## src/rtl/tile_config_decoder.sv

```systemverilog
// rtl/tile_config_decoder.sv - tile-side config bus receiver: address match, register write/readback, load tracking
module tile_config_decoder #(
    parameter logic [15:0] TILE_ID    = 16'h0015,
    parameter logic [7:0]  FEATURE    = 8'h00,
    parameter int          NUM_REGS   = 8,
    parameter int          IDLE_LIMIT = 4
) (
    input  logic                     clk_in,
    input  logic                     reset_in,
    input  logic [31:0]              config_addr_in,
    input  logic [31:0]              config_data_in,
    input  logic                     config_read_in,
    output logic [NUM_REGS*32-1:0]   config_regs_out,
    output logic [31:0]              read_data_out,
    output logic                     read_valid_out,
    output logic                     config_done_out,
    output logic [15:0]              write_count_out,
    output logic                     error_out
);

    typedef enum logic [1:0] {
        ST_UNCONF  = 2'd0,
        ST_LOADING = 2'd1,
        ST_DONE    = 2'd2
    } state_t;

    // 9-bit so that NUM_REGS = 256 still compares correctly against an 8-bit reg_id
    localparam logic [8:0] NUM_REGS_W   = 9'(NUM_REGS);
    localparam logic [7:0] IDLE_LIMIT_W = 8'(IDLE_LIMIT);

    logic [31:0]            s0_addr_q;
    logic [31:0]            s0_data_q;
    logic                   s0_read_q;

    logic [NUM_REGS*32-1:0] regs_q;
    logic [NUM_REGS*32-1:0] regs_d;
    logic [31:0]            read_data_q;
    logic [31:0]            read_data_d;
    logic                   read_valid_q;
    logic [15:0]            write_count_q;
    logic [15:0]            write_count_d;
    logic                   error_q;
    logic [7:0]             idle_cnt_q;
    logic [7:0]             idle_cnt_d;
    state_t                 state_q;
    state_t                 state_d;
    logic                   done_q;

    logic [7:0]             reg_id;
    logic                   hit;
    logic                   reg_ok;
    logic                   wr_ok;
    logic                   rd_hit;
    logic [31:0]            rd_val;

    // stage 0: capture the bus word exactly as presented
    always_ff @(posedge clk_in or negedge reset_in) begin
        if (!reset_in) begin
            s0_addr_q <= 32'h0;
            s0_data_q <= 32'h0;
            s0_read_q <= 1'b0;
        end else begin
            s0_addr_q <= config_addr_in;
            s0_data_q <= config_data_in;
            s0_read_q <= config_read_in;
        end
    end

    // stage 1 decode; address 0 is the idle word and never matches
    always_comb begin
        reg_id = s0_addr_q[31:24];
        hit    = (s0_addr_q != 32'h0) && (s0_addr_q[15:0] == TILE_ID)
                 && (s0_addr_q[23:16] == FEATURE);
        reg_ok = ({1'b0, reg_id} < NUM_REGS_W);
        wr_ok  = hit && !s0_read_q && reg_ok;
        rd_hit = hit && s0_read_q;
    end

    // register write next-state and readback mux; out-of-range ids read back as 0
    always_comb begin
        regs_d = regs_q;
        rd_val = 32'h0;
        for (int i = 0; i < NUM_REGS; i++) begin
            if (wr_ok && (reg_id == 8'(i))) begin
                regs_d[32*i +: 32] = s0_data_q;
            end
            if (reg_id == 8'(i)) begin
                rd_val = regs_q[32*i +: 32];
            end
        end
    end

    // readback data holds its last value between reads; write counter saturates
    always_comb begin
        read_data_d   = rd_hit ? rd_val : read_data_q;
        write_count_d = write_count_q;
        if (wr_ok && (write_count_q != 16'hFFFF)) begin
            write_count_d = write_count_q + 16'd1;
        end
    end

    // config registers, readback, counter and sticky error
    always_ff @(posedge clk_in or negedge reset_in) begin
        if (!reset_in) begin
            regs_q        <= '0;
            read_data_q   <= 32'h0;
            read_valid_q  <= 1'b0;
            write_count_q <= 16'h0;
            error_q       <= 1'b0;
        end else begin
            regs_q        <= regs_d;
            read_data_q   <= read_data_d;
            read_valid_q  <= rd_hit;
            write_count_q <= write_count_d;
            if (hit && !reg_ok) begin
                error_q <= 1'b1;
            end
        end
    end

    // load-progress FSM next state; any hit (read, error or write) restarts the idle count
    always_comb begin
        state_d    = state_q;
        idle_cnt_d = idle_cnt_q;
        case (state_q)
            ST_UNCONF: begin
                if (wr_ok) begin
                    state_d    = ST_LOADING;
                    idle_cnt_d = 8'd0;
                end
            end
            ST_LOADING: begin
                if (hit) begin
                    idle_cnt_d = 8'd0;
                end else if (8'(idle_cnt_q + 8'd1) == IDLE_LIMIT_W) begin
                    state_d    = ST_DONE;
                    idle_cnt_d = 8'd0;
                end else begin
                    idle_cnt_d = idle_cnt_q + 8'd1;
                end
            end
            ST_DONE: begin
                if (wr_ok) begin
                    state_d    = ST_LOADING;
                    idle_cnt_d = 8'd0;
                end
            end
            default: begin
                state_d    = ST_UNCONF;
                idle_cnt_d = 8'd0;
            end
        endcase
    end

    // FSM state register; done flag is registered alongside so it mirrors state == DONE
    always_ff @(posedge clk_in or negedge reset_in) begin
        if (!reset_in) begin
            state_q    <= ST_UNCONF;
            idle_cnt_q <= 8'd0;
            done_q     <= 1'b0;
        end else begin
            state_q    <= state_d;
            idle_cnt_q <= idle_cnt_d;
            done_q     <= (state_d == ST_DONE);
        end
    end

    assign config_regs_out = regs_q;
    assign read_data_out   = read_data_q;
    assign read_valid_out  = read_valid_q;
    assign config_done_out = done_q;
    assign write_count_out = write_count_q;
    assign error_out       = error_q;

endmodule

```

## config.mk

```make
export PLATFORM = sky130hd
export DESIGN_NAME = tile_config_decoder
export DESIGN_NICKNAME = d
export VERILOG_FILES = /design/src/rtl/tile_config_decoder.sv
export SDC_FILE = /design/constraint.sdc
export NUM_CORES = 1
export LEC_CHECK = 0
export ABC_CLOCK_PERIOD_IN_PS = 2900
export BUFFER_PORTS_ARGS = -buffer_cell sky130_fd_sc_hd__buf_2
export CORE_MARGIN = 2
export CORE_UTILIZATION = 30
export CTS_BUF_LIST = sky130_fd_sc_hd__clkbuf_4
export CTS_CLUSTER_DIAMETER = 100
export DETAILED_ROUTE_END_ITERATION = 12
export REMOVE_ABC_BUFFERS = 1
export SYNTH_ARGS = -nofsm -noshare
export SYNTH_HDL_FRONTEND = slang
export SYNTH_SLANG_ARGS = --single-unit
```

## constraint.sdc

```tcl
create_clock -name clk_in -period 2.9 [get_ports clk_in]
set_clock_uncertainty 0.05 [all_clocks]
set_input_delay 0 -clock clk_in [delete_from_list [all_inputs] [get_ports clk_in]]
set_output_delay 0 -clock clk_in [all_outputs]
set_load 0.02 [all_outputs]
```

== After elaboration in Yosys (flattened, before gate mapping) ==
Index checks and enable logic that the tools add are counted.

* Register bits: 382
* Bits of input ports: 67
* Output and inout port bits: 307
* Logic and storage cells: 73

* Add/subtract/negate cells: 2
* Magnitude comparators: 1
* Equality and inequality tests: 14
* Multiplexer cells: 16
* Reduce and logical (&&, ||, !) cells: 22

{| class="wikitable"
|+ Operators by type and width
! kind !! number
|-
| 2-to-1 mux 32 bit || 8
|-
| equality test 8 x 3 -> 1 bit (second input constant) || 5
|-
| nonzero test 32 bit || 1
|-
| 2-to-1 mux 8 bit || 3
|-
| adder 16 x 1 -> 16 bit (second input constant) || 1
|-
| equality test 16 x 5 -> 1 bit (second input constant) || 1
|-
| equality test 8 x 2 -> 1 bit (second input constant) || 2
|-
| zero test 8 bit || 2
|-
| inequality test 16 bit (second input constant) || 1
|-
| one-hot mux 8 bit (2 select lines) || 1
|-
| logical AND 1 bit || 15
|-
| adder 8 x 1 -> 8 bit (second input constant) || 1
|-
| equality test 8 x 1 -> 1 bit (second input constant) || 1
|-
| less-than comparator 8 x 4 -> 1 bit (second input constant) || 1
|-
| 2-to-1 mux 2 bit || 3
|-
| equality test 2 bit (second input constant) || 2
|-
| one-hot mux 2 bit (2 select lines) || 1
|-
| equality test 2 x 1 -> 1 bit (second input constant) || 1
|-
| zero test 1 bit || 2
|-
| zero test 2 bit || 1
|-
| inequality test 2 x 1 -> 1 bit (second input constant) || 1
|-
| OR reduction 2 bit || 1
|}

== Logic depth before layout (Yosys ltp) ==
* Depth in word-level cells: 9
* Depth in mapped cells: 8
* Depth with buffers taken out: 6

== Worst setup path after synthesis ==
No wires, ideal clock.

* Path kind: register to register
* Start point: reg s0_addr_q[27]
* End point: reg regs_q[153], in the netlist config_regs_out[153]
* Library setup time: 0.125 ns
* Arrival: 2.036 ns
* Data required time: 2.725 ns
* Setup slack: 0.690 ns
* Stages on the path, launching flop included: 7
* Clock period less this slack: 2.210 ns
* Cell sequence: dfrtp_1 > or3_1 > nor4_4 > nand3_4 > nor3b_2 > buf_4 > mux2_2

* Cells in the longest elaborated chain, start to end: 6
* Elaborated cells between the ends (all ways): 8

{| class="wikitable"
|+ Ends and longest elaborated chain
! element !! RTL line !! text
|-
| start, declared || 31 || <nowiki>logic [31:0] s0_addr_q;</nowiki>
|-
| start signal, assigned || 63 || <nowiki>s0_addr_q <= config_addr_in;</nowiki>
|-
| parallel branches: the longest is 5 deep, another holds less-than comparator 8 x 4 -> 1 bit || n/a ||
|-
| logical AND 1 bit (*) || 84 || <nowiki>if (wr_ok && (reg_id == 8'(i))) begin</nowiki>
|-
| end signal, assigned || 111 || <nowiki>regs_q <= regs_d;</nowiki>
|-
| end, declared || 35 || <nowiki>logic [NUM_REGS*32-1:0] regs_q;</nowiki>
|}

Mark *: on every way between the ends.
A chain may end at the register's enable or synchronous reset.

== Worst setup path after layout ==
* Start point: reg s0_addr_q[17]
* End point: reg regs_q[128], in the netlist config_regs_out[128]

* Cells in the longest elaborated chain, start to end: 6
* Elaborated cells between the ends (all ways): 7

{| class="wikitable"
|+ Ends and longest elaborated chain
! element !! RTL line !! text
|-
| nonzero test 32 bit || 72 || <nowiki>hit = (s0_addr_q != 32'h0) && (s0_addr_q[15:0] == TILE_ID)</nowiki>
|-
| logical AND 1 bit || 72 ||
|-
| logical AND 1 bit (*) || 73 || <nowiki>&& (s0_addr_q[23:16] == FEATURE);</nowiki>
|-
| logical AND 1 bit (*) (2 in series) || 75 || <nowiki>wr_ok = hit && !s0_read_q && reg_ok;</nowiki>
|-
| logical AND 1 bit (*) || 84 ||
|}

Mark *: on every way between the ends. The rest lies on a longest branch, timed or not.

==> results.cfg <==
[run_status]
status = complete, no violations

[worst_setup_path]
crit_arrival_ns = 3.28
required_ns = 3.58
end_kind = flip-flop
crit_type = reg2reg
worstPathMaxFanout = 12
worst_setup_path_start_kind = flip-flop

[sta]
max_slew_margin = 0.436
period_minus_slack_ns = 2.59
slew_viol_final = 0
hold_viol_final = 0
rsz0062_at_grt = false
totalNegativeSetupSlack_ns = 0
worst_pin_slew_ns = 0.845
fin_crit_sh = 0.894
setup_viol = 0
fmax_ghz = 0.386

[placed_design]
io_buffers = 373
globalplace.congestion = 0.803
place_area_mm2 = 0.0193
dp_hpwl_um = 37200

[layout]
fin_nets = 1881
areaGrowthSynthToFinish_pct = 34.4
design_area_mm2 = 0.0220
drive_above_1_share = 0.395

[floorplanning]
chipHeight_um = 238
dieWidth_um = 238
initial_utilization = 0.304
ios = 374
die-area_mm2 = 0.0565
core_region_area_mm2 = 0.0539
rows = 85

[global_routing]
grt_use_total = 0.203
grt_max_degree = 84
antenna_found_initial = 2
grt-ovfl-total = 0
grt_first_pass_wirelength_um = 86100
grt_pass1_vias = 13500

[drt]
drt_iter0_drc = 683
routed_wl_um = 57500
drc = 0
vias_per_cell = 5.05
num_vias = 13100
firstDrtPassIters = 5
post_drt_wl_per_cell_um = 22.2
antenna_left = 0

[power]
leakagePower_uw = 0.0117
vdd_drop_max_v = 0.000254
finalPower_uw = 11100
p_per_area_mw_per_mm2 = 503

[cts]
clk_path_buf_depth = 3
cts_tree = yes
clk_latency_ns = 0.90
cts_made_buffers = 107
tritoncts_num_sinks = 382
cts_setup_buffers = 0
cts_max_level = 3
path_clk_slew_ns = 0.06
clockRootBuffer = clkbuf_4

[logic_synthesis]
postSynthAreaPerCell_um2 = 13.3
yosys_register_bits = 382
synth_cell_types = 50
synthArstFlopShare = 1.00
syn_area_mm2 = 0.0164
yosys_warnings = 0
synth_edf_count = 0
synth-main-ff-cell = dfrtp_1
synthCells = 1232
ys_seq_area_frac = 0.583

[flow_run]
drv_cap = 0

[worst_hold_path]
min_path_type = in2reg
-- power breakdown --
group / switching (uW) / leakage (uW) / internal [uW] / total, uW
clock: 2340 / 0.000815 / 2670 / 5010
sequential: 80.7 / 0.00519 / 5380 / 5460
combinational: 336 / 0.00566 / 268 / 605
-- logic make-up after synthesis --
family / synth area share
compound gates: 0.0861
xor+xnor: 0.00908
fa+ha+maj: 0.00153
buf+inv: 0.0261
flops: 0.583
mux: 0.226
simple gates: 0.0685
-- state kept, by name, summed over array words and instances (netlist names), 2 cells and up --
register and cells:
write_count_out 16, idle_cnt_q 8, read_data_out 32, s0_data_q 32, s0_addr_q 32, config_regs_out 256
state_q 2
-- Yosys cell counts, types with 3 or more instances --
library cell  instances  area, um2
inv_1                 3       11.3
clkbuf_1             43        161
a21oi_1              52        260
and3_1                8       50.1
nand3_1              12       60.1
nor3_1               23        115
o31ai_1              26        195
mux2_2              114       1280
a31oi_1               9       56.3
dfrtp_1             382       9560
mux2i_1              24        240
buf_6                 3       33.8
mux4_2               19        428
o22ai_1              24        150
nand3b_1             13       97.6
buf_2                24        120
xnor2_1               3       26.3
nand4_1               5       31.3
or3_1                 4       25.0
mux2_1              155       1750
o32a_1                8       80.1
nand2b_1              3       18.8
nor4_1                5       31.3
buf_4                12       90.1
nor2b_1              19        119
xor2_1               14        123
o21ai_0              63        315
a22oi_1              13       97.6
nor4_4                4       85.1
nor2_1               63        236
nand2_1              34        128
a22o_1               23        201
-- cell usage in the layout, fill, tap and decap left out, drive strengths merged, types with 14 or more instances in the layout --
master | Yosys | final
nor3 | 23 | 23
nor2 | 64 | 64
o22ai | 24 | 24
nand2 | 35 | 35
mux2 | 269 | 269
mux2i | 24 | 24
dfrtp | 382 | 382
a21oi | 52 | 52
nand3 | 14 | 14
xor2 | 14 | 14
o31ai | 26 | 26
o21ai | 63 | 63
mux4 | 19 | 19
clkinv | 1 | 24
a22o | 23 | 23
dlygate4sd3 | 0 | 132
nor2b | 19 | 19
buf | 41 | 423
clkbuf | 43 | 159
-- metal layers --
layer  part of all wire  track usage
met1               0.43        0.259
met2               0.46        0.318
met3              0.088       0.0751
met4              0.024       0.0696
met5            0.00019            0
-- critical path: stages (launching register included) --
cell and delay (ns):
dfrtp_1 0.37, nor4_1 0.35, and4_1 0.41, nand3_4 0.29, nor3b_4 0.32, buf_4 0.31, mux2_2 0.36
-- area by class of cell --
type,count,area (um2)
diodes,1,2.50
flip-flops and latches,382,9570
repair buffers,555,3740
clock inverters,28,185
well taps,696,871
fillers,5111,31900
inverters,4,15.0
clock buffers,159,1190
multi-input cells,762,6450
-- through the flow --
step | util | worst slack [ns] | instances | hold WS, ns
3_3_place_gp | 0.358 | 0.291 | 2266 | 0.0577
3_5_place_dp | 0.358 | 0.266 | 2266 | 0.0593
4_1_cts | 0.408 | 0.281 | 2586 | 0.117
6_report | 0.409 | 0.308 | 2587 | 0.219
2_1_floorplan | - | -2.51 | 1148 | -0.346
5_1_grt | 0.409 | 0.193 | 2587 | 0.171
-- path summary, 6_finish.rpt --
check | startpoint | endpoint | slack (ns) | depth (start not counted)
min in group asynchronous | reset_in | s0_addr_q[19] | 0.35 | 4
worst max-delay path | s0_addr_q[17] | config_regs_out[128] | 0.31 | 6
worst min-delay path | config_data_in[17] | s0_data_q[17] | 0.22 | 3
max in group asynchronous | reset_in | s0_addr_q[26] | 1.98 | 4
worst min register to register | read_data_out[22] | read_data_out[22] | 0.43 | 2
worst max register to register | s0_addr_q[17] | config_regs_out[128] | 0.31 | 6
-- timing repair --
item | in CTS | in global routing
hold endpoints to repair | 447 | 0
hold buffers | 133 | 0
gates resized for setup | 0 | 0
Power figures use the tool's default switching activity.
